===== src/rtl/mem_pkg.sv =====
`default_nettype none
// ============================================================================
// Module   : mem_pkg
// Purpose  : Shared types, widths and address helper for the MEM-stage SRAM unit
// Revision : 1.0
// ============================================================================
package mem_pkg;

  typedef enum logic [1:0] {
    IDLE = 2'd0,
    LO   = 2'd1,
    HI   = 2'd2,
    DONE = 2'd3
  } state_e;

  localparam int SRAM_AW = 18;
  localparam int SRAM_DW = 16;
  localparam logic [31:0] BASE_ADDR_DEFAULT = 32'd1024;

  // Word index relative to the SRAM base; high bits drop off, so
  // out-of-range addresses wrap around the SRAM.
  function automatic logic [SRAM_AW-2:0] word_of(input logic [31:0] addr,
                                                 input logic [31:0] base);
    logic [31:0] offset;
    offset = addr - base;
    return offset[SRAM_AW:2];
  endfunction

endpackage
`default_nettype wire


===== src/rtl/mem_stage_sram_if.sv =====
`default_nettype none
// ============================================================================
// Module   : mem_stage_sram_if
// Purpose  : Pipeline-side request/response and SRAM pin bundle
// Revision : 1.0
// ============================================================================
interface mem_stage_sram_if;
  import mem_pkg::*;

  logic               mem_read;
  logic               mem_write;
  logic [31:0]        addr;
  logic [31:0]        wdata;
  logic [31:0]        rdata;
  logic               ready;
  logic [SRAM_AW-1:0] sram_addr;
  logic [SRAM_DW-1:0] sram_wdata;
  logic [SRAM_DW-1:0] sram_rdata;
  logic               sram_we_n;

  modport slave (
    input  mem_read, mem_write, addr, wdata, sram_rdata,
    output rdata, ready, sram_addr, sram_wdata, sram_we_n
  );

  modport master (
    output mem_read, mem_write, addr, wdata, sram_rdata,
    input  rdata, ready, sram_addr, sram_wdata, sram_we_n
  );

endinterface
`default_nettype wire


===== src/rtl/sram_wait_counter.sv =====
`default_nettype none
// ============================================================================
// Module   : sram_wait_counter
// Purpose  : Wait-state counter; tc_o marks the last cycle of a half access
// Revision : 1.0
// ============================================================================
module sram_wait_counter #(
  parameter int unsigned WAIT_CYCLES = 3
) (
  input  logic clk,
  input  logic rst,
  input  logic clr_i,
  input  logic en_i,
  output logic tc_o
);

  logic [3:0] count_q;
  logic [3:0] count_d;

  assign tc_o = (count_q == 4'(WAIT_CYCLES));

  // Self-reloads at terminal count so LO hands HI a fresh count.
  always_comb begin
    count_d = count_q;
    if (clr_i) begin
      count_d = 4'd0;
    end else if (en_i) begin
      count_d = tc_o ? 4'd0 : count_q + 4'd1;
    end
  end

  always_ff @(posedge clk or posedge rst) begin
    if (rst) begin
      count_q <= 4'd0;
    end else begin
      count_q <= count_d;
    end
  end

endmodule
`default_nettype wire


===== src/rtl/mem_stage_sram.sv =====
`default_nettype none
// ============================================================================
// Module   : mem_stage_sram
// Purpose  : 32-bit load/store over a 16-bit SRAM as two waited half accesses
// Revision : 1.0
// ============================================================================
module mem_stage_sram
  import mem_pkg::*;
#(
  parameter int unsigned WAIT_CYCLES = 3,
  parameter logic [31:0] BASE_ADDR   = BASE_ADDR_DEFAULT
) (
  input  logic             clk,
  input  logic             rst,
  mem_stage_sram_if.slave  bus
);

  state_e              state_q, state_d;
  logic                is_wr_q, is_wr_d;
  logic [SRAM_AW-2:0]  word_q,  word_d;
  logic [31:0]         wdata_q, wdata_d;
  logic [31:0]         rdata_q, rdata_d;
  logic                ready;
  logic                cnt_en;
  logic                cnt_tc;
  logic                req;

  assign req = bus.mem_read | bus.mem_write;

  sram_wait_counter #(
    .WAIT_CYCLES (WAIT_CYCLES)
  ) u_wait_counter (
    .clk   (clk),
    .rst   (rst),
    .clr_i (state_q == IDLE),
    .en_i  (cnt_en),
    .tc_o  (cnt_tc)
  );

  always_comb begin
    state_d = state_q;
    is_wr_d = is_wr_q;
    word_d  = word_q;
    wdata_d = wdata_q;
    rdata_d = rdata_q;
    ready   = 1'b0;
    cnt_en  = 1'b0;
    case (state_q)
      IDLE: begin
        if (req) begin
          // A simultaneous read and write resolves to the write.
          is_wr_d = bus.mem_write;
          word_d  = word_of(bus.addr, BASE_ADDR);
          wdata_d = bus.wdata;
          state_d = LO;
        end else begin
          ready = 1'b1;
        end
      end
      LO: begin
        cnt_en = 1'b1;
        if (cnt_tc) begin
          if (!is_wr_q) rdata_d[15:0] = bus.sram_rdata;
          state_d = HI;
        end
      end
      HI: begin
        cnt_en = 1'b1;
        if (cnt_tc) begin
          if (!is_wr_q) rdata_d[31:16] = bus.sram_rdata;
          state_d = DONE;
        end
      end
      DONE: begin
        // Always back to IDLE so the still-held request is not replayed.
        ready   = 1'b1;
        state_d = IDLE;
      end
      default: state_d = IDLE;
    endcase
  end

  always_ff @(posedge clk or posedge rst) begin
    if (rst) begin
      state_q <= IDLE;
      is_wr_q <= 1'b0;
      word_q  <= '0;
      wdata_q <= '0;
      rdata_q <= '0;
    end else begin
      state_q <= state_d;
      is_wr_q <= is_wr_d;
      word_q  <= word_d;
      wdata_q <= wdata_d;
      rdata_q <= rdata_d;
    end
  end

  assign bus.ready      = ready;
  assign bus.rdata      = rdata_q;
  assign bus.sram_addr  = {word_q, state_q == HI};
  assign bus.sram_wdata = (state_q == HI) ? wdata_q[31:16] : wdata_q[15:0];
  assign bus.sram_we_n  = ~(is_wr_q & ((state_q == LO) | (state_q == HI)));

endmodule
`default_nettype wire


===== src/flat_wrapper.sv =====
// flat-port wrapper written by rule: the top's interface ports become plain ports
module mem_stage_sram_flat import mem_pkg::*;
#(
  parameter int unsigned WAIT_CYCLES = 3,
  parameter logic [31:0] BASE_ADDR   = BASE_ADDR_DEFAULT
)
  (clk, rst, bus_mem_read, bus_mem_write, bus_addr, bus_wdata, bus_sram_rdata, bus_rdata, bus_ready, bus_sram_addr, bus_sram_wdata, bus_sram_we_n);
  mem_stage_sram_if bus_i ();
  input  logic clk;
  input  logic rst;
  input wire logic [$bits(bus_i.mem_read)-1:0] bus_mem_read;
  input wire logic [$bits(bus_i.mem_write)-1:0] bus_mem_write;
  input wire logic [$bits(bus_i.addr)-1:0] bus_addr;
  input wire logic [$bits(bus_i.wdata)-1:0] bus_wdata;
  input wire logic [$bits(bus_i.sram_rdata)-1:0] bus_sram_rdata;
  output wire logic [$bits(bus_i.rdata)-1:0] bus_rdata;
  output wire logic [$bits(bus_i.ready)-1:0] bus_ready;
  output wire logic [$bits(bus_i.sram_addr)-1:0] bus_sram_addr;
  output wire logic [$bits(bus_i.sram_wdata)-1:0] bus_sram_wdata;
  output wire logic [$bits(bus_i.sram_we_n)-1:0] bus_sram_we_n;
  assign bus_i.mem_read = bus_mem_read;
  assign bus_i.mem_write = bus_mem_write;
  assign bus_i.addr = bus_addr;
  assign bus_i.wdata = bus_wdata;
  assign bus_i.sram_rdata = bus_sram_rdata;
  assign bus_rdata = bus_i.rdata;
  assign bus_ready = bus_i.ready;
  assign bus_sram_addr = bus_i.sram_addr;
  assign bus_sram_wdata = bus_i.sram_wdata;
  assign bus_sram_we_n = bus_i.sram_we_n;
  mem_stage_sram #(.WAIT_CYCLES(WAIT_CYCLES), .BASE_ADDR(BASE_ADDR)) u_core (.clk(clk), .rst(rst), .bus(bus_i));
endmodule

===== config.mk =====
export PLATFORM = sky130hd
export DESIGN_NAME = mem_stage_sram_flat
export DESIGN_NICKNAME = d
export VERILOG_FILES = /design/src/rtl/mem_pkg.sv /design/src/rtl/mem_stage_sram_if.sv /design/src/rtl/sram_wait_counter.sv /design/src/rtl/mem_stage_sram.sv /design/src/flat_wrapper.sv
export SDC_FILE = /design/constraint.sdc
export NUM_CORES = 1
export LEC_CHECK = 0
export ABC_AREA = 1
export CORE_ASPECT_RATIO = 0.7
export CORE_MARGIN = 4
export CORE_UTILIZATION = 39
export CTS_CLUSTER_SIZE = 16
export DETAILED_ROUTE_END_ITERATION = 16
export PLACE_DENSITY_LB_ADDON = 0.05
export SLEW_MARGIN = 0
export SYNTH_ARGS = -nofsm -noshare
export SYNTH_HDL_FRONTEND = slang
export SYNTH_SLANG_ARGS = --single-unit
export TNS_END_PERCENT = 5

===== constraint.sdc =====
create_clock -name clk -period 2.43 [get_ports clk]
set_clock_uncertainty 0.1 [all_clocks]
set_input_delay 0.243 -clock clk [delete_from_list [all_inputs] [get_ports clk]]
set_output_delay 0.243 -clock clk [all_outputs]
set_load 0.02 [all_outputs]

; ---- Yosys cells after proc, flatten, opt, wreduce, memory -nomap -nowiden
; Cells that the tools add are included.
; Widths: inputs -> output; s select.
[totals]
ff_bits = 88
latchBits = 0
ram_bits = 0
mem_bits_ro = 0
input_bits = 84
out_inout_bits = 68
elab_cells = 39
memories = 0
[op_classes]
n_addsub = 2
multipliers = 0
n_div = 0
n_lt_le_gt_ge = 0
eq_ne = 7
n_shift = 0
muxes = 11
bitwise = 5
n_reduce_logical = 7
[ops]
columns = op, n
row1 = $sub 19x11->19 const B, 1
row2 = $mux 16, 1
row3 = $mux 4, 3
row4 = $reduce_and 3->1, 3
row5 = $pmux 2 s4, 1
row6 = $mux 2, 3
row7 = $add 4x1->4 const B, 1
row8 = $eq 2x2->1 const B, 2
row9 = $eq 4x2->1 const B, 1
row10 = $ne 2x1->1 const B, 2
row11 = $eq 2x1->1 const B, 1
row12 = $logic_not 2->1, 1
row13 = $mux 1, 2
row14 = $ne 2x2->1 const B, 1
row15 = $not 1->1, 2
row16 = $or 1x1->1, 2
row17 = $pmux 1 s2, 1
row18 = $reduce_and 2->1, 1
row19 = $reduce_bool 2->1, 1
row20 = $reduce_or 2->1, 1
row21 = $and 1x1->1, 1

; ---- Logic depth before layout (Yosys ltp)
; Gate-level depths: netlist of the first run.
[depth]
word_depth = 5
mapped_depth = 8

; ---- By module
; Synthesis of the first run repeated with hierarchy kept, for this count alone.
[unflattened]
cells_unflattened = 465
area_unflattened_um2 = 3858.7
[modules_own_cells]
columns = mod, instances, cells_each, area_per_inst_um2, seq_area_each_um2
row1 = mem_stage_sram, 1, 428, 3603.5, 2102.0
row2 = sram_wait_counter, 1, 37, 255.2, 100.1

; ---- Least setup slack after synthesis of the first run
; Ideal clock, no wire load.
[synth_path]
path_kind = flip-flop to output port
startpoint = reg u_core.state_q[0]
endpoint = out bus_sram_wdata[11]
arrival_ns = 1.630
required_ns = 2.087
slack_ns = 0.457
stages_incl_launch_ff = 6
cell_sequence = dfrtp_1 inv_1 ha_1 clkbuf_1 clkbuf_1 o21ai_0
[synth_via]
elab_chain_len = 2
[synth_rtl]
columns = element, line
row1 = from (decl), mem_stage_sram.sv:18  ; state_e state_q, state_d;
row2 = from (signal assigned), mem_stage_sram.sv:91  ; state_q <= state_d;
row3 = $eq 2x2->1, n/a
row4 = named net bus_sram_addr[0], flat_wrapper.sv:18  ; output wire logic [$bits(bus_i.sram_addr)-1:0] bus_sram_addr;
row5 = $mux 16, mem_stage_sram.sv:102  ; assign bus.sram_wdata = (state_q == HI) ? wdata_q[31:16] : wdata_q[15:0];
row6 = to (decl), flat_wrapper.sv:19  ; output wire logic [$bits(bus_i.sram_wdata)-1:0] bus_sram_wdata;
; The timed path passes the listed nets, and every way through them passes these cells.

; ---- Final worst setup path of the first run
[layout_path]
startpoint = reg u_core.state_q[0]
endpoint = out bus_sram_wdata[4]
[layout_via]
elab_chain_len = 2
[layout_rtl]
columns = element, line
row1 = $eq 2x2->1, mem_stage_sram.sv:102
row2 = $mux 16, mem_stage_sram.sv:102
; No other way between the ends.

==> results of run 1 <==
[worst min-delay path: stages]
cell	delay, ns
sky130_fd_sc_hd__clkdlybuf4s50_1	0.44
sky130_fd_sc_hd__clkinvlp_4	0.08
sky130_fd_sc_hd__buf_4	0.41
[through the flow]
step                      area (um^2)  util, %
after global routing             5580     59.8
after CTS                        5580     59.8
final                            5580     59.8
after detailed placement         5310     56.9
after global placement           5310     56.9
after floorplan                  3830        -
[kinds of logic after synthesis]
logic type	share of synthesized area, %
buffers and inverters	8.18
AND/OR/NAND/NOR	20.8
adder cells (fa/ha/maj)	2.29
flip-flops	57.6
AO/OA/AOI/OAI	11.2
[per-layer routing]
layer	vias up	track usage (%)	routed length (um)
met5	-	0	0
met4	0	4.73	65
met3	10	6.80	675
met2	78	26.8	4450
met1	1494	22.7	4240
li1	1691	-	-
[worst min path at each step]
stage	slack (ns)	to	cells after the start	start
after floorplan	0.24	u_core.word_q[8]$_DFFE_PP0P_	1	bus_addr[10]
after global placement	0.36	u_core.word_q[15]$_DFFE_PP0P_	2	u_core.word_q[15]$_DFFE_PP0P_
after detailed placement	0.36	u_core.word_q[6]$_DFFE_PP0P_	2	u_core.word_q[6]$_DFFE_PP0P_
after CTS	0.31	u_core.bus.rdata[5]$_DFFE_PP0P_	3	rst
after global routing	0.34	u_core.wdata_q[30]$_DFFE_PP0P_	3	bus_wdata[30]
final	0.30	u_core.bus.rdata[21]$_DFFE_PP0P_	3	rst
[sequential cells by signal, summed over array words and instances (netlist names)]
signal / flops
u_core.word_q: 17
u_core.state_q: 2
u_core.u_wait_counter.count_q: 4
u_core.is_wr_q: 1
u_core.wdata_q: 32
u_core.bus.rdata: 32
[timing repair]
item,in CTS,in global routing
setup endpoints to repair,17,0
hold endpoints to repair,0,0
resized for setup,18,0
[report_power, final]
group,internal (mW),switching [mW],total (mW),leakage (nW)
registers,2.18,0.349,2.53,1.03
clock network,0.824,0.522,1.35,0.140
logic,1.59,2.12,3.71,1.58
[cell type report]
| type | count | area share (%) |
|---|---|---|
| Clock inverter | 2 | 0.695 |
| Tap cell | 124 | 2.78 |
| Clock buffer | 13 | 4.49 |
| Sequential cell | 88 | 39.5 |
| Multi-Input combinational cell | 293 | 23.5 |
| Timing Repair Buffer | 143 | 25.4 |
| Inverter | 53 | 3.63 |
[synthesized netlist by cell type]
master,n
sky130_fd_sc_hd__inv_1,49
sky130_fd_sc_hd__nand3_1,13
sky130_fd_sc_hd__dfrtp_1,88
sky130_fd_sc_hd__a21oi_1,6
sky130_fd_sc_hd__o21ai_1,53
sky130_fd_sc_hd__or2_2,1
sky130_fd_sc_hd__buf_2,10
sky130_fd_sc_hd__ha_1,7
sky130_fd_sc_hd__o21ai_4,1
sky130_fd_sc_hd__nand2_1,173
sky130_fd_sc_hd__nand3_2,1
sky130_fd_sc_hd__buf_4,1
sky130_fd_sc_hd__inv_2,4
sky130_fd_sc_hd__nand4_1,2
sky130_fd_sc_hd__nor2_1,14
sky130_fd_sc_hd__buf_6,3
sky130_fd_sc_hd__a211oi_1,1
sky130_fd_sc_hd__o22ai_1,1
sky130_fd_sc_hd__a31oi_1,1
sky130_fd_sc_hd__clkbuf_1,6
sky130_fd_sc_hd__o21ai_0,19
==> run metrics, run 1 <==
status finished clean; detailed-route wire length per cell 13.2 um; cell types with the largest area share after synthesis sky130_fd_sc_hd__dfrtp_1 58%, sky130_fd_sc_hd__nand2_1 17%, sky130_fd_sc_hd__o21ai_1 6.9%; Mapped Area between 3000 and 4000 um^2; share of the synthesized area in the top cell type 57.6%; cts-stage hold buffer count 0; Detail Route Antenna Nets 0; IO buf count 136; total congestion overflow after global routing 0; Pwr Density 1360 nW/um^2; type of origin of the critical path flip-flop; worst path required time roughly 2.1 ns; unrepaired setup endpoints after global routing false; number of global-route vias before repair 3316; fraction of final layout cells with drive strength greater than 1 between 4 and 5%; count of different cell masters after synthesis 21; die area 11500 um^2; Detailed Route Iter0 Violations 202; Final Slew Violations 0; final routed wirelength across all metal layers about 9.4 mm; DRC viols 0; Vias/cell around 4.6; Final Wtd Congestion 0.798; Setup CP Type flip-flop to output port; maximum number of buffers from clock root to sink 2; number of search-and-repair iterations in the first detailed-routing pass 4; number of cells after detailed placement 701; count of endpoints failing hold in the final timing report 0; number of standard cells after synthesis ~450; wire length of the first global-routing pass 16.2 mm; worst endpoint data arrival time 1.86 ns; pin count of the biggest net entering global routing 64; Mean Syn Cell Area ~8.4 um^2; FF-to-FF setup slack 0.53 ns; timing-limited maximum frequency 455 MHz; final-layout fill cell count 793; Initial Util 41.0%; CTS tree done; Setup WS pre-CTS approximately 0.23 ns; sum of buffers and inverters on the critical path 3; worst-path maximum fanout 33; area growth from synthesis to layout 45.9%; routed via count 3273; number of CTS-inserted buffers 9; reg2reg end u_core.bus.rdata[28]$_DFFE_PP0P_; placeable core region 9330 um^2; setup-violating endpoint count in the final report 0; number of inserted diodes 0; depth of the worst register-to-register path 4; non-filler instance count after layout 716; x dimension of the die 126 um; combined area of the multi-input logic cells 1310 um^2; final total power between 7 and 8 mW; clock tree root buffer cell sky130_fd_sc_hd__clkbuf_16; number of levels in the clock H-tree 3; register area 2200 um^2; crit path to bus_sram_wdata[4]; final layout net count 679; antenna violations before repair 0; reg-to-reg startpoint u_core.state_q[0]$_DFFE_PP0P_; Post-Route Hold Slack 0.295 ns; post-route minimum period 2.20 ns; Post-CTS Repair Setup Buffers 0; worst vdd rail ir drop 0.000622 V; list of cells traversed by the critical path inv_1 -> ha_2 -> buf_12 -> nand2_1 -> o21ai_0 -> dlygate4sd2_1; slew at the pin closest to its max-slew limit 0.644 ns; number of clock sinks seen by CTS 88; cell type with the highest aggregate area in the netlist sky130_fd_sc_hd__dfrtp_1; max_cap viols 0; library cell contributing the largest single delay on the critical path sky130_fd_sc_hd__dfrtp_1; Largest stage delay, worst path 0.41 ns; count of synthesis-stage warnings from yosys 0; setup ws final approximately 0.23 ns; setup total negative slack 0 ns; worst setup path startpoint u_core.state_q[0]$_DFFE_PP0P_; leakage power summed over all cells 2.75 nW; commonest non-fill, non-tap cells in the layout 173 x sky130_fd_sc_hd__nand2_1, 119 x sky130_fd_sc_hd__clkdlybuf4s50_1, 88 x sky130_fd_sc_hd__dfrtp_1; post-detail-place hpwl 6.83 mm; Synth Net Count 545; crit-path leading delay family buffers and inverters; sequential cell area fraction in the yosys report 57.6%; GR Util All Layers 17.3%; register bit total from synthesis 88; DIE HEIGHT 90.9 um; Clk pin slew, worst setup/hold paths roughly 0.060 ns; number of top-level design ports 152; worst-skew pair later-pin latency 0.33 ns; kind of capture point of the worst setup path output port; count of cell instances traversed by the critical path 6; floorplan row count 29; commonest non-fill, non-tap cell in the layout sky130_fd_sc_hd__nand2_1; worst slew margin relative to its limit 57.0%; Tightest Hold Check Type input pin to async pin; portion of the clock cycle consumed by the worst path in the final layout 90.5%
Power figures use the tool's default switching activity.
==> run 2, diff against run 1 <==
--- a/config.mk
+++ b/config.mk
@@ -16,4 +16,3 @@
 export SYNTH_ARGS = -nofsm -noshare
 export SYNTH_HDL_FRONTEND = slang
 export SYNTH_SLANG_ARGS = --single-unit
-export TNS_END_PERCENT = 5
==> results of run 2 <==
The final DEF is identical to that of run 1; final timing and power are the same.
==> run 3, diff against run 2 <==
--- a/config.mk
+++ b/config.mk
@@ -12,6 +12,7 @@
 export CTS_CLUSTER_SIZE = 16
 export DETAILED_ROUTE_END_ITERATION = 16
 export PLACE_DENSITY_LB_ADDON = 0.05
+export RECOVER_POWER = 25
 export SLEW_MARGIN = 0
 export SYNTH_ARGS = -nofsm -noshare
 export SYNTH_HDL_FRONTEND = slang
==> constraint.sdc (replaced) <==
create_clock -name clk -period 1.9 [get_ports clk]
set_clock_uncertainty 0.1 [all_clocks]
set_input_delay 0.19 -clock clk [delete_from_list [all_inputs] [get_ports clk]]
set_output_delay 0.19 -clock clk [all_outputs]
set_load 0.02 [all_outputs]
==> run 3 against run 2 <==
  * Sequential share of layout area fell by 0.70 points
  * Die area did not move
  * Clock-buffer cell count fell by 2
  * Cell area rose by 1.8%
  * Largest cell class unchanged
==> run metrics, run 3 (synthesis gave the netlist of run 1 again) <==
status finished clean; post-route minimum period 1.79 ns; total congestion overflow after global routing 0 (unchanged); FF-to-FF setup slack 0.23 ns (-0.30 ns); slew at the pin closest to its max-slew limit 0.438 ns (-0.207 ns); number of clock sinks seen by CTS 88 (unchanged); Non-Filler Cell Area, Final 5680 um^2 (+1.8%); floorplan row count 29 (unchanged); Final Wtd Congestion 0.846 (+6.0%); IO buf count 136 (unchanged); post-detail-place hpwl 6.87 mm (+0.55%); pin count of the biggest net entering global routing 84 (+31%); routed via count 3352 (+2.4%); final layout net count 692 (+1.9%); setup-violating endpoint count in the final report 0 (unchanged); Pwr Density 1760 nW/um^2 (+29%); worst-path maximum fanout 3 (-91%); non-filler instance count after layout 729 (+1.8%); final core utilization 60.9% (+1.1 points); count of endpoints failing hold in the final timing report 0 (unchanged); fraction of final layout cells with drive strength greater than 1 9.75% (+5.0 points); kind of capture point of the worst setup path output port; Min-Delay Startpoint bus_wdata[31]; Setup CP Type flip-flop to output port; Clk pin slew, worst setup/hold paths 0.06 ns (about the same); number of inserted diodes 0 (unchanged); worst slew margin relative to its limit 70.8% (+14 points); worst setup path startpoint u_core.state_q[0]$_DFFE_PP0P_; DRC viols 0 (unchanged); antenna violations before repair 0 (unchanged); unrepaired setup endpoints after global routing false; total cell area at the placement stage 5430 um^2 (+2.3%); Post-Route Hold Slack 0.292 ns (-0.00311 ns); number of global-route vias before repair 3420 (+3.1%); number of search-and-repair iterations in the first detailed-routing pass 4 (unchanged); number of top-level design ports 152 (unchanged); portion of the clock cycle consumed by the worst path in the final layout 94.4%; Vias/cell 4.60 (+0.59%); Detailed Route Iter0 Violations 160 (-21%); placeable core region 9330 um^2 (unchanged); setup total negative slack 0 ns (unchanged); timing-limited maximum frequency ~560 MHz; worst vdd rail ir drop 0.000922 V (+48%); Initial Util 41.0% (unchanged); worst-skew pair later-pin latency 0.33 ns (about the same); wire length of the first global-routing pass 16.5 mm (+1.3%); Post-CTS Repair Setup Buffers 0 (unchanged); clock tree root buffer cell sky130_fd_sc_hd__clkbuf_16; Tightest Hold Check Type input pin to flip-flop; final routed wirelength across all metal layers 9.81 mm (+4.1%); maximum number of buffers from clock root to sink 2 (unchanged); die area 11500 um^2 (unchanged); leakage power summed over all cells 2.82 nW (+2.3%); commonest non-fill, non-tap cells in the layout 173 x sky130_fd_sc_hd__nand2_1, 116 x sky130_fd_sc_hd__clkdlybuf4s50_1, 88 x sky130_fd_sc_hd__dfrtp_1; number of CTS-inserted buffers 9 (unchanged); reg-to-reg startpoint u_core.state_q[0]$_DFFE_PP0P_; worst endpoint data arrival time 1.50 ns (-0.36 ns); worst path required time 1.61 ns (-0.48 ns); x dimension of the die 126 um (unchanged); setup ws final 0.107 ns (-0.124 ns); final total power 10.0 mW (+32%); commonest non-fill, non-tap cell in the layout sky130_fd_sc_hd__nand2_1; Detail Route Antenna Nets 0 (unchanged); detailed-route wire length per cell 13.5 um (+2.3%); number of levels in the clock H-tree 3 (unchanged); max_cap viols 0 (unchanged); DIE HEIGHT 90.9 um (unchanged); GR Util All Layers 17.5% (+0.19 points); area growth from synthesis to layout 48.5%; CTS tree done; Final Slew Violations 0 (unchanged); type of origin of the critical path flip-flop; number of cells after detailed placement 712 (+1.6%); Setup WS pre-CTS -0.0454 ns (-0.278 ns)
==> run 3: cell types whose count changed in the layout (fill, tap and decap cells not counted), moves of 3 or more <==
cell                              delta
sky130_fd_sc_hd__buf_2              +14
sky130_fd_sc_hd__o21ai_1             -3
sky130_fd_sc_hd__dlygate4sd2_1      -16
sky130_fd_sc_hd__clkdlybuf4s50_1     -3
sky130_fd_sc_hd__o21ai_0             +3
sky130_fd_sc_hd__buf_4              +10
==> run 3: layer usage <==
metal | up-vias | global-route usage (%) | wire (um) | share of wire (%)
li1 | 1711 | - | - | -
met1 | 1551 | 23.1 | 4620 | 47
met4 | 0 | 4.82 | 147 | 1.5
met5 | - | 0 | 0 | 0
met2 | 78 | 27.5 | 4460 | 45
met3 | 12 | 6.03 | 584 | 6.0
==> run 3: critical path, stage by stage (launching register included) <==
cell                      delay, ns
sky130_fd_sc_hd__dfrtp_1       0.36
sky130_fd_sc_hd__inv_2         0.06
sky130_fd_sc_hd__buf_4         0.13
sky130_fd_sc_hd__ha_1          0.34
sky130_fd_sc_hd__a21oi_2       0.13
sky130_fd_sc_hd__buf_4         0.15
==> run 3: power breakdown <==
group          internal [mW]  switching, mW
registers               2.79          0.443
clock network           1.14          0.680
logic                   2.14           2.80
==> run 3: path summary, 6_finish.rpt <==
path / end / cells after the start
min reg2reg: u_core.wdata_q[23]$_DFFE_PP0P_ / 2
min: u_core.wdata_q[31]$_DFFE_PP0P_ / 3
max reg2reg: u_core.word_q[12]$_DFFE_PP0P_ / 8
min in group asynchronous: u_core.bus.rdata[5]$_DFFE_PP0P_ / 3
max: bus_ready / 5
max in group asynchronous: u_core.wdata_q[31]$_DFFE_PP0P_ / 4
==> run 3: what timing repair did <==
item | 4_1_cts | 5_1_grt
setup endpoints to repair | 19 | 18
cloned | 0 | 1
hold endpoints to repair | 5 | 0
resized for setup | 83 | 13
hold buffers | 1 | 0
==> run 3: final cells by class <==
cell class / instances / area [um^2]
clock buffers: 11 / 233
fillers: 850 / 3640
well taps: 124 / 155
inverters: 53 / 200
clock inverters: 4 / 70.1
repair buffers: 156 / 1490
multi-input cells: 293 / 1330
flip-flops and latches: 88 / 2200
